## config.mk

```make
export PLATFORM = sky130hd
export DESIGN_NAME = xnormaj_act_packer
export DESIGN_NICKNAME = d
export VERILOG_FILES = /design/src/rtl/xnormaj_act_packer.sv
export SDC_FILE = /design/constraint.sdc
export NUM_CORES = 1
export LEC_CHECK = 0
export BUFFER_PORTS_ARGS = -buffer_cell sky130_fd_sc_hd__buf_2
export CORE_MARGIN = 4
export CORE_UTILIZATION = 40
export CTS_BUF_LIST = sky130_fd_sc_hd__clkbuf_4 sky130_fd_sc_hd__clkbuf_8
export DETAILED_ROUTE_END_ITERATION = 6
export SLEW_MARGIN = 40
export SYNTH_ARGS = -nofsm -noshare
export SYNTH_HDL_FRONTEND = slang
export SYNTH_SLANG_ARGS = --single-unit
```

## constraint.sdc

```tcl
create_clock -name clk -period 2.6 [get_ports clk]
set_input_delay 0.13 -clock clk [delete_from_list [all_inputs] [get_ports clk]]
set_output_delay 0.13 -clock clk [all_outputs]
set_load 0.05 [all_outputs]
```

## src/rtl/xnormaj_act_packer.sv

```systemverilog
// Packs single-bit XNOR-majority results into M-bit activation words, LSB first,
// with partial-word flush on in_last and a valid/ready output register.
module xnormaj_act_packer #(
  parameter int M  = 9,
  parameter int FW = $clog2(M + 1)
) (
  input  logic          clk,
  input  logic          rst,
  input  logic          in_valid,
  input  logic          in_m,
  input  logic          in_last,
  output logic          in_ready,
  output logic          out_valid,
  output logic [M-1:0]  out_a,
  output logic [FW-1:0] out_fill,
  output logic          out_last,
  input  logic          out_ready
);

  // Handshake: a beat moves when in_valid && in_ready; a word moves when
  // out_valid && out_ready. in_ready never looks at in_valid.

  logic [M-1:0]  acc;
  logic [M-1:0]  word;
  logic [FW-1:0] cnt;
  logic          accept;
  logic          complete;

  assign in_ready = !out_valid || out_ready;
  assign accept   = in_valid && in_ready;
  assign complete = accept && (in_last || (cnt == FW'(M - 1)));

  // Accumulator with the incoming bit merged at cnt; bits above cnt read as 0
  // so a flushed partial word is always zero-padded.
  always_comb begin
    word = '0;
    for (int i = 0; i < M; i++) begin
      if (FW'(i) < cnt) begin
        word[i] = acc[i];
      end else if (FW'(i) == cnt) begin
        word[i] = in_m;
      end
    end
  end

  always_ff @(posedge clk or posedge rst) begin
    if (rst) begin
      acc <= '0;
      cnt <= '0;
    end else if (accept) begin
      if (complete) begin
        acc <= '0;
        cnt <= '0;
      end else begin
        acc <= word;
        cnt <= cnt + FW'(1);
      end
    end
  end

  // A completing accept always wins over a plain transfer, so a word taken in
  // the same cycle is replaced without a bubble.
  always_ff @(posedge clk or posedge rst) begin
    if (rst) begin
      out_valid <= 1'b0;
      out_a     <= '0;
      out_fill  <= '0;
      out_last  <= 1'b0;
    end else if (complete) begin
      out_valid <= 1'b1;
      out_a     <= word;
      out_fill  <= cnt + FW'(1);
      out_last  <= in_last;
    end else if (out_valid && out_ready) begin
      out_valid <= 1'b0;
    end
  end

endmodule

```

; Yosys cells after proc, flatten, opt, wreduce, memory -nomap -nowiden
; Cells that the tools add are included.
[word_totals]
output_inout_bits = 16
inputBits = 6
mem_count = 0
word_cells = 55
ram_bits = 0
latchBits = 0
romBits = 0
reg_bits = 28
[op_classes]
multipliers = 0
div = 0
n_eq_ne = 9
shift = 0
n_mux = 22
bitwise = 0
addsub = 1
reduce_logical = 8
magnitude_cmp = 9
[op_table]
columns = cell, count
row1 = $mux 1, 20
row2 = $eq 3x4->1 const A, 4
row3 = $lt 3x4->1 const A, 4
row4 = $mux 9, 1
row5 = $eq 2x4->1 const A, 2
row6 = $lt 1x4->1 const A, 2
row7 = $lt 2x4->1 const A, 2
row8 = $add 4x1->4 const B, 1
row9 = $eq 1x4->1 const A, 1
row10 = $eq 4x4->1 const A, 1
row11 = $eq 4x4->1 const B, 1
row12 = $logic_not 4->1, 1
row13 = $lt 4x4->1 const A, 1
row14 = $mux 4, 1
row15 = $logic_and 1x1->1, 3
row16 = $logic_or 1x1->1, 2
row17 = $reduce_bool 2->1, 1
row18 = $logic_not 1->1, 1

; Depth between registers and ports, before layout
; Gate-level depths: netlist (run 1).
[depth]
ltp_word = 5
depth_mapped = 7
depth_no_buf = 6

; Worst setup path after synthesis (run 1)
; No wires, ideal clock.
[synth_timing]
kind = flip-flop to flip-flop
from = register cnt[0]
to = register out_fill[1]
t_arrival_ps = 1510
path_buffers = 0
path_stages_with_launch = 6
setup_slack_ps = 963
required_ps = 2472
synth_period_minus_slack_ps = 1637
setup_ps = 128
cell_sequence = dfrtp_1 -> inv_1 -> ha_1 -> and3b_4 -> o211ai_4 -> mux2_1
[synth_via]
elab_chain_cells = 3
elab_cells_between_ends = 4
cone_classes = 1 x add/sub / 1 x eq/ne / 2 x reduce/logical
[synth_lines]
columns = item, line_no
row1 = start: declaration, 25  ; logic [FW-1:0] cnt;
row2 = start signal: assignment, 56  ; cnt <= cnt + FW'(1);
row3 = "parallel branches: the longest is 3 deep, another holds $add 4x1->4", --
row4 = end signal: assignment, 72  ; out_fill <= cnt + FW'(1);
row5 = end: declaration, 15  ; output logic [FW-1:0] out_fill,
; Several ways; the timed one is not identified.
; A chain may end at the register's enable or synchronous reset.

; Worst setup path after layout (run 1)
[layout_timing]
from = register cnt[0]
to = register out_a[5]
[layout_via]
elab_chain_cells = 3
elab_cells_between_ends = 7
cone_classes = 1 x order compare / 2 x eq/ne / 2 x mux / 2 x reduce/logical
[layout_lines]
columns = item, line_no
row1 = "parallel branches: the longest is 3 deep, another holds $lt 3x4->1", --
row2 = end signal: assignment, 71  ; out_a <= word;
row3 = end: declaration, 14  ; output logic [M-1:0] out_a,
; Several ways; the timed one is not identified.

==> metrics, run 1 <==
status=complete, no violations; post-CTS sizing=0; Synth Instances=between 100 and 150; Post-DP HPWL=approximately 2.0 mm; Pwr per Cell Area=a little over 900 nW/um^2; max-cap violation count=0; dpl cells=199; slew margin rel.=about three fifths; met1 GRT Util=between 20% and 30%; CP Data Required Time=approximately 2.8 ns; sequential area share after synthesis=about half; hold slack=slightly below 0.08 ns; R2R Path Start=cnt[0]$_DFFE_PP0P_; Die Height=66.23 um; Yosys reg bits=28; Hold EP=out_valid$_DFFE_PP0P_; CTS clk-pin slew, worst paths=roughly 0.15 ns; # port buffers=21; class of the worst hold path=in -> reg; DRC violations left=0; Area Overhead vs Synth=12.36%; final core utilization=48.33%; routed len/inst=~14 um; hold wc startpoint=in_valid; GRT Overall Usage=between 10% and 20%; GR met2 Demand/Resource=around a quarter; Worst-Margin Slew=0.5963 ns; Avg Vias per Cell=5.064; clock buffer depth=2; met3 Track Usage GR=under 10%; Distinct cells, synth=35; post-route insts no fill=204; Arr. time, crit path=around 2.2 ns; syn_nets=~150; initial DRC count=45; crit path time final=1.931 ns; Congestion Overflow GR=0; routed via count=1,033; insertion delay to the later sink of the worst-skew pair=0.33 ns; skew final=just under 0.003 ns; Static Leakage=between 0.7 and 0.8 nW; placer congestion estimate=about 0.83; CP Class=reg -> reg; R2R Setup Slk=~0.67 ns; vias in the first global route=between 1k and 1.5k; largest net degree at the start of global routing=29; htree depth=1; die area=roughly 4400 sq um; Placement Setup Slack=around 0.7 ns; FMAX=0.5179 GHz; root buf cell=clkbuf_4; layout cells sized above 1=20.63%; initial core utilization=about 43%; nets@finish=171; crit start category=register; final setup vio count=0; busiest grt layer=met2; CTS buffer count=3; R2R Path End=out_a[5]$_DFFE_PP0P_; Hold-fix buffers, CTS=1; Setup TNS Final=0 ns; Cell Area, Placed=1478 sq um; Setup crit end kind=register; final hold violations=0; total power=1.423 mW; post-CTS setup buffer count=0; first-pass GRT wire length=4.988 mm; cell area after synthesis=around 1400 sq um; Total Wirelength=between 2 and 3 mm; WHS Path Cells=3; Sink Count=28; initial antenna violation count=0; Row Count=20; max-slew violations=0; Worst R2R Path Depth=6; CP max FO=18; RSZ-0062 raised after global routing=false; TritonRoute pass-1 iters=4; design area=1524 sq um; ANT cells=0; crit share post-route=74.26%; peak supply drop=around 340 uV; Routed Antenna Nets=0; Ports=22; final worst slack=0.6693 ns; Mean Syn Cell Area=just under 10 sq um; Syn. warnings=0; CTS tree=built; DIE WIDTH=approximately 66 um; core area=approximately 3200 sq um
-- critical path: stages (launching register included) --
cell and delay, ns:
dfrtp_1 0.52, inv_1 0.12, ha_1 0.27, and3b_4 0.22, o211ai_4 0.29, buf_4 0.26
o21ai_0 0.12
-- routing by layer --
layer | routed length (um) | up-vias
met3 | 153 | 3
li1 | - | 515
met1 | 1336 | 487
met4 | 25 | 0
met2 | 1316 | 28
met5 | 0 | -
-- sequential cells by signal, indices dropped and copies added, names as in the netlist --
register	cells
out_valid	1
cnt	4
acc	9
out_fill	4
out_a	9
out_last	1
-- power by group --
part	leakage, nW	internal, mW	switching, mW
logic	0.318	0.183	0.433
registers	0.377	0.518	0.0751
clock network	0.0210	0.0858	0.128
-- synth_stat cells --
| library cell | n | share of area, % |
|---|---|---|
| mux2_2 | 1 | 0.83 |
| buf_2 | 4 | 1.5 |
| nor3_1 | 1 | 0.37 |
| a22oi_1 | 2 | 1.1 |
| a2bb2oi_1 | 1 | 0.65 |
| nor2_1 | 4 | 1.1 |
| o21a_1 | 1 | 0.55 |
| and3b_4 | 1 | 0.92 |
| o22ai_1 | 1 | 0.46 |
| dfrtp_1 | 28 | 52 |
| a21oi_1 | 4 | 1.5 |
| xnor2_1 | 1 | 0.65 |
| ha_1 | 4 | 3.7 |
| mux2_1 | 1 | 0.83 |
| nor4b_1 | 1 | 0.65 |
| o21ai_1 | 3 | 1.1 |
| o21ai_0 | 20 | 7.4 |
| a32o_1 | 1 | 0.74 |
| nand2b_1 | 2 | 0.92 |
| a31oi_1 | 1 | 0.46 |
| mux2i_1 | 1 | 0.74 |
| o31ai_1 | 3 | 1.7 |
| nand3_1 | 1 | 0.37 |
| a21o_1 | 1 | 0.55 |
| xor2_1 | 1 | 0.65 |
| inv_1 | 4 | 1.1 |
| nand3_2 | 1 | 0.74 |
| nor2_4 | 1 | 0.83 |
| nand2_1 | 34 | 9.4 |
| buf_6 | 3 | 2.5 |
| or3_1 | 2 | 0.92 |
| or2_1 | 1 | 0.46 |
| nor3b_1 | 1 | 0.55 |
| o211ai_4 | 1 | 1.6 |
| nor2b_1 | 2 | 0.92 |
-- layout by cell type (no fill, tap or decap), types with 2 or more instances in the layout --
master / instances
ha_1: 4
o31ai_1: 3
buf_4: 2
nand2_1: 34
or3_1: 2
nor2b_1: 2
a21oi_1: 4
dfrtp_1: 28
buf_2: 21
o21ai_0: 20
inv_1: 3
o21ai_1: 3
a22oi_1: 2
clkbuf_4: 3
nand2b_1: 2
nor2_1: 4
-- worst max-delay path by stage --
stage	from	endpoint	slack [ns]
floorplan	cnt[0]$_DFFE_PP0P_	out_fill[1]$_DFFE_PP0P_	0.96
global placement	cnt[0]$_DFFE_PP0P_	out_a[8]$_DFFE_PP0P_	0.78
detailed placement	cnt[0]$_DFFE_PP0P_	out_a[5]$_DFFE_PP0P_	0.70
CTS	cnt[0]$_DFFE_PP0P_	out_a[5]$_DFFE_PP0P_	0.66
global route	cnt[0]$_DFFE_PP0P_	out_a[8]$_DFFE_PP0P_	0.53
finish	cnt[0]$_DFFE_PP0P_	out_a[5]$_DFFE_PP0P_	0.67
-- final cells by class --
cell class,instances,area (sq um)
fillers,325,1629
flip-flops and latches,28,700.7
multi-input cells,100,586.8
repair buffers,24,130.1
well taps,44,55.05
clock buffers,4,36.28
inverters,4,15.01
-- logic make-up after synthesis --
logic type / share of synthesized area (%)
buffers and inverters: 5.073
and+or+nand+nor: 18.17
muxes: 2.398
adders and majority gates: 3.690
xor gates and xnor gates: 1.292
AOI/OAI and AO/OA: 17.71
DFF: 51.66
No activity file was read; power rests on OpenSTA's default activity.
==> run 2: changes to the inputs <==
==> constraint.sdc (replaced) <==
create_clock -name clk -period 2 [get_ports clk]
set_input_delay 0.1 -clock clk [delete_from_list [all_inputs] [get_ports clk]]
set_output_delay 0.1 -clock clk [all_outputs]
set_load 0.05 [all_outputs]
==> run 2 against run 1 <==
Against the previous run:
- register-to-register slack got worse by 0.44 ns
- maximum frequency up 9.1%
- die area stayed put
- largest power group unchanged
- combinational power up 32%
- critical endpoint is now cnt[3]$_DFFE_PP0P_
- largest cell class unchanged
- total power rose by 31%
==> metrics, run 2 (synthesis results as in run 1) <==
status=complete, no violations; CP Data Required Time=2.25 ns (-0.57 ns); Sink Count=28 (unchanged); CTS buffer count=3 (unchanged); Row Count=20 (unchanged); class of the worst hold path=in -> reg; crit start category=register; Worst-Margin Slew=0.5175 ns (-0.07874 ns); CTS clk-pin slew, worst paths=0.15 ns (about the same); dpl cells=202 (+1.5%); Worst R2R Path Depth=6 (unchanged); Congestion Overflow GR=0 (unchanged); Pwr per Cell Area=1204 nW/um^2 (+29%); CP Class=reg -> reg; final setup vio count=0 (unchanged); WHS Path Cells=3 (unchanged); Area Overhead vs Synth=14.02%; Setup TNS Final=0 ns (unchanged); CP cell instances=inv_1, ha_1, and3b_4, nor2_4, nand3_2, o31ai_1; routed via count=1,066 (+3.2%); initial core utilization=43.02% (unchanged); CP max stage cell=dfrtp_1; GRT Overall Usage=13.93% (-0.93 points); max-cap violation count=0 (unchanged); Total Wirelength=2.784 mm (-1.7%); WP depth=6 (unchanged); first-pass GRT wire length=4.671 mm (-6.4%); initial antenna violation count=0 (unchanged); initial DRC count=66 (+47%); htree depth=1 (unchanged); leading cell type in the layout, fill and taps excluded=nand2_1; Avg Vias per Cell=5.150 (+1.7%); routed len/inst=13.45 um (-3.1%); nets@finish=174 (+1.8%); placer congestion estimate=0.8324 (+0.74%); CTS tree=built; crit share post-route=88.50% (+14 points); insertion delay to the later sink of the worst-skew pair=0.33 ns (about the same); clock buffer depth=2 (unchanged); root buf cell=clkbuf_4; slowest stage delay, CP=0.51 ns (about the same); Arr. time, crit path=2.02 ns (-0.13 ns); Static Leakage=0.7317 nW (+2.2%); commonest cells after routing, fill and taps aside=34 x nand2_1, 28 x dfrtp_1, 21 x buf_2; DIE WIDTH=66.23 um (unchanged); vias in the first global route=978 (-5.5%); TritonRoute pass-1 iters=4 (unchanged); core area=3153 sq um (unchanged); CP max FO=10 (-8); largest net degree at the start of global routing=29 (unchanged); Routed Antenna Nets=0 (unchanged); post-CTS sizing=0 (unchanged); Ports=22 (unchanged); critical path buffer and inverter count=1 (-1); Setup crit end kind=register; layout cells sized above 1=21.47% (+0.85 points); max-slew violations=0 (unchanged); peak supply drop=670.8 uV (+95%); die area=4386 sq um (unchanged); skew final=0.003309 ns (+0.0004008 ns); ANT cells=0 (unchanged); Die Height=66.23 um (unchanged); # port buffers=21 (unchanged); Post-DP HPWL=2.012 mm (-1.0%); Top Registers=acc: 9 flops, out_a: 9 flops; slew margin rel.=65.41% (+5.2 points); crit path time final=1.770 ns (-0.1607 ns); CP top delay family=simple AND/OR/NAND/NOR gates; DRC violations left=0 (unchanged); final hold violations=0 (unchanged); post-route insts no fill=207 (+1.5%); RSZ-0062 raised after global routing=false; FMAX=0.5650 GHz (+9.1%)
==> run 2: path summary, 6_finish.rpt <==
path	endpoint	slack (ns)	start
min in group asynchronous	out_a[7]$_DFFE_PP0P_	0.35	rst
worst min-delay path	out_valid$_DFFE_PP0P_	0.05	in_valid
worst max-delay path	cnt[3]$_DFFE_PP0P_	0.23	cnt[0]$_DFFE_PP0P_
worst max register to register	cnt[3]$_DFFE_PP0P_	0.23	cnt[0]$_DFFE_PP0P_
max in group asynchronous	cnt[0]$_DFFE_PP0P_	1.39	rst
worst min register to register	out_a[0]$_DFFE_PP0P_	0.49	out_a[0]$_DFFE_PP0P_
==> run 2: worst register-to-register path, stage by stage, from the launching register on <==
cell	delay [ns]
dfrtp_1	0.51
inv_1	0.11
ha_1	0.27
and3b_4	0.23
nor2_4	0.09
nand3_2	0.20
o31ai_1	0.28
==> run 2: cell type report <==
cell class | count | area (sq um)
Timing Repair Buffer | 27 | 152.6
Fill cell | 306 | 1607
Inverter | 4 | 15.01
Tap cell | 44 | 55.05
Sequential cell | 28 | 700.7
Clock buffer | 4 | 36.28
Multi-Input combinational cell | 100 | 586.8
==> run 2: layer usage <==
layer  wire, um  part of all wire, %  track usage, %  vias up
li1           -                    -               -      525
met1       1286                   46           18.74      510
met2       1344                   48           22.80       27
met3        131                  4.7           3.571        4
met4         21                 0.75           2.284        0
met5          0                    0               0        -
==> run 2: per-stage QoR <==
| stage | total power, mW | worst slack (ns) | utilization (%) | hold slack, ns | instance area [sq um] |
|---|---|---|---|---|---|
| after floorplan | 1.416 | 0.3627 | - | 0.1654 | 1356 |
| after global placement | 1.581 | 0.3744 | 47.58 | 0.1838 | 1500 |
| after detailed placement | 1.595 | 0.2802 | 47.58 | 0.1847 | 1500 |
| after CTS | 1.880 | 0.2471 | 49.05 | 0.03141 | 1546 |
| after global routing | 1.973 | 0.1140 | 49.05 | 0.03434 | 1546 |
| final | 1.863 | 0.2300 | 49.05 | 0.04503 | 1546 |
==> run 2: where the power goes <==
| group | leakage [nW] | switching, mW | internal (mW) | total (mW) |
|---|---|---|---|---|
| registers | 0.377 | 0.0923 | 0.673 | 0.766 |
| clock network | 0.0210 | 0.171 | 0.112 | 0.282 |
| logic | 0.334 | 0.566 | 0.249 | 0.815 |
| total | 0.732 | 0.829 | 1.03 | 1.86 |
==> run 2: timing repair <==
| item | in CTS | in global routing |
|---|---|---|
| hold buffers | 1 | 0 |
| buffers inserted | 0 | 0 |
| hold endpoints to repair | 28 | 0 |
| endpoints found under the setup margin | 0 | 0 |
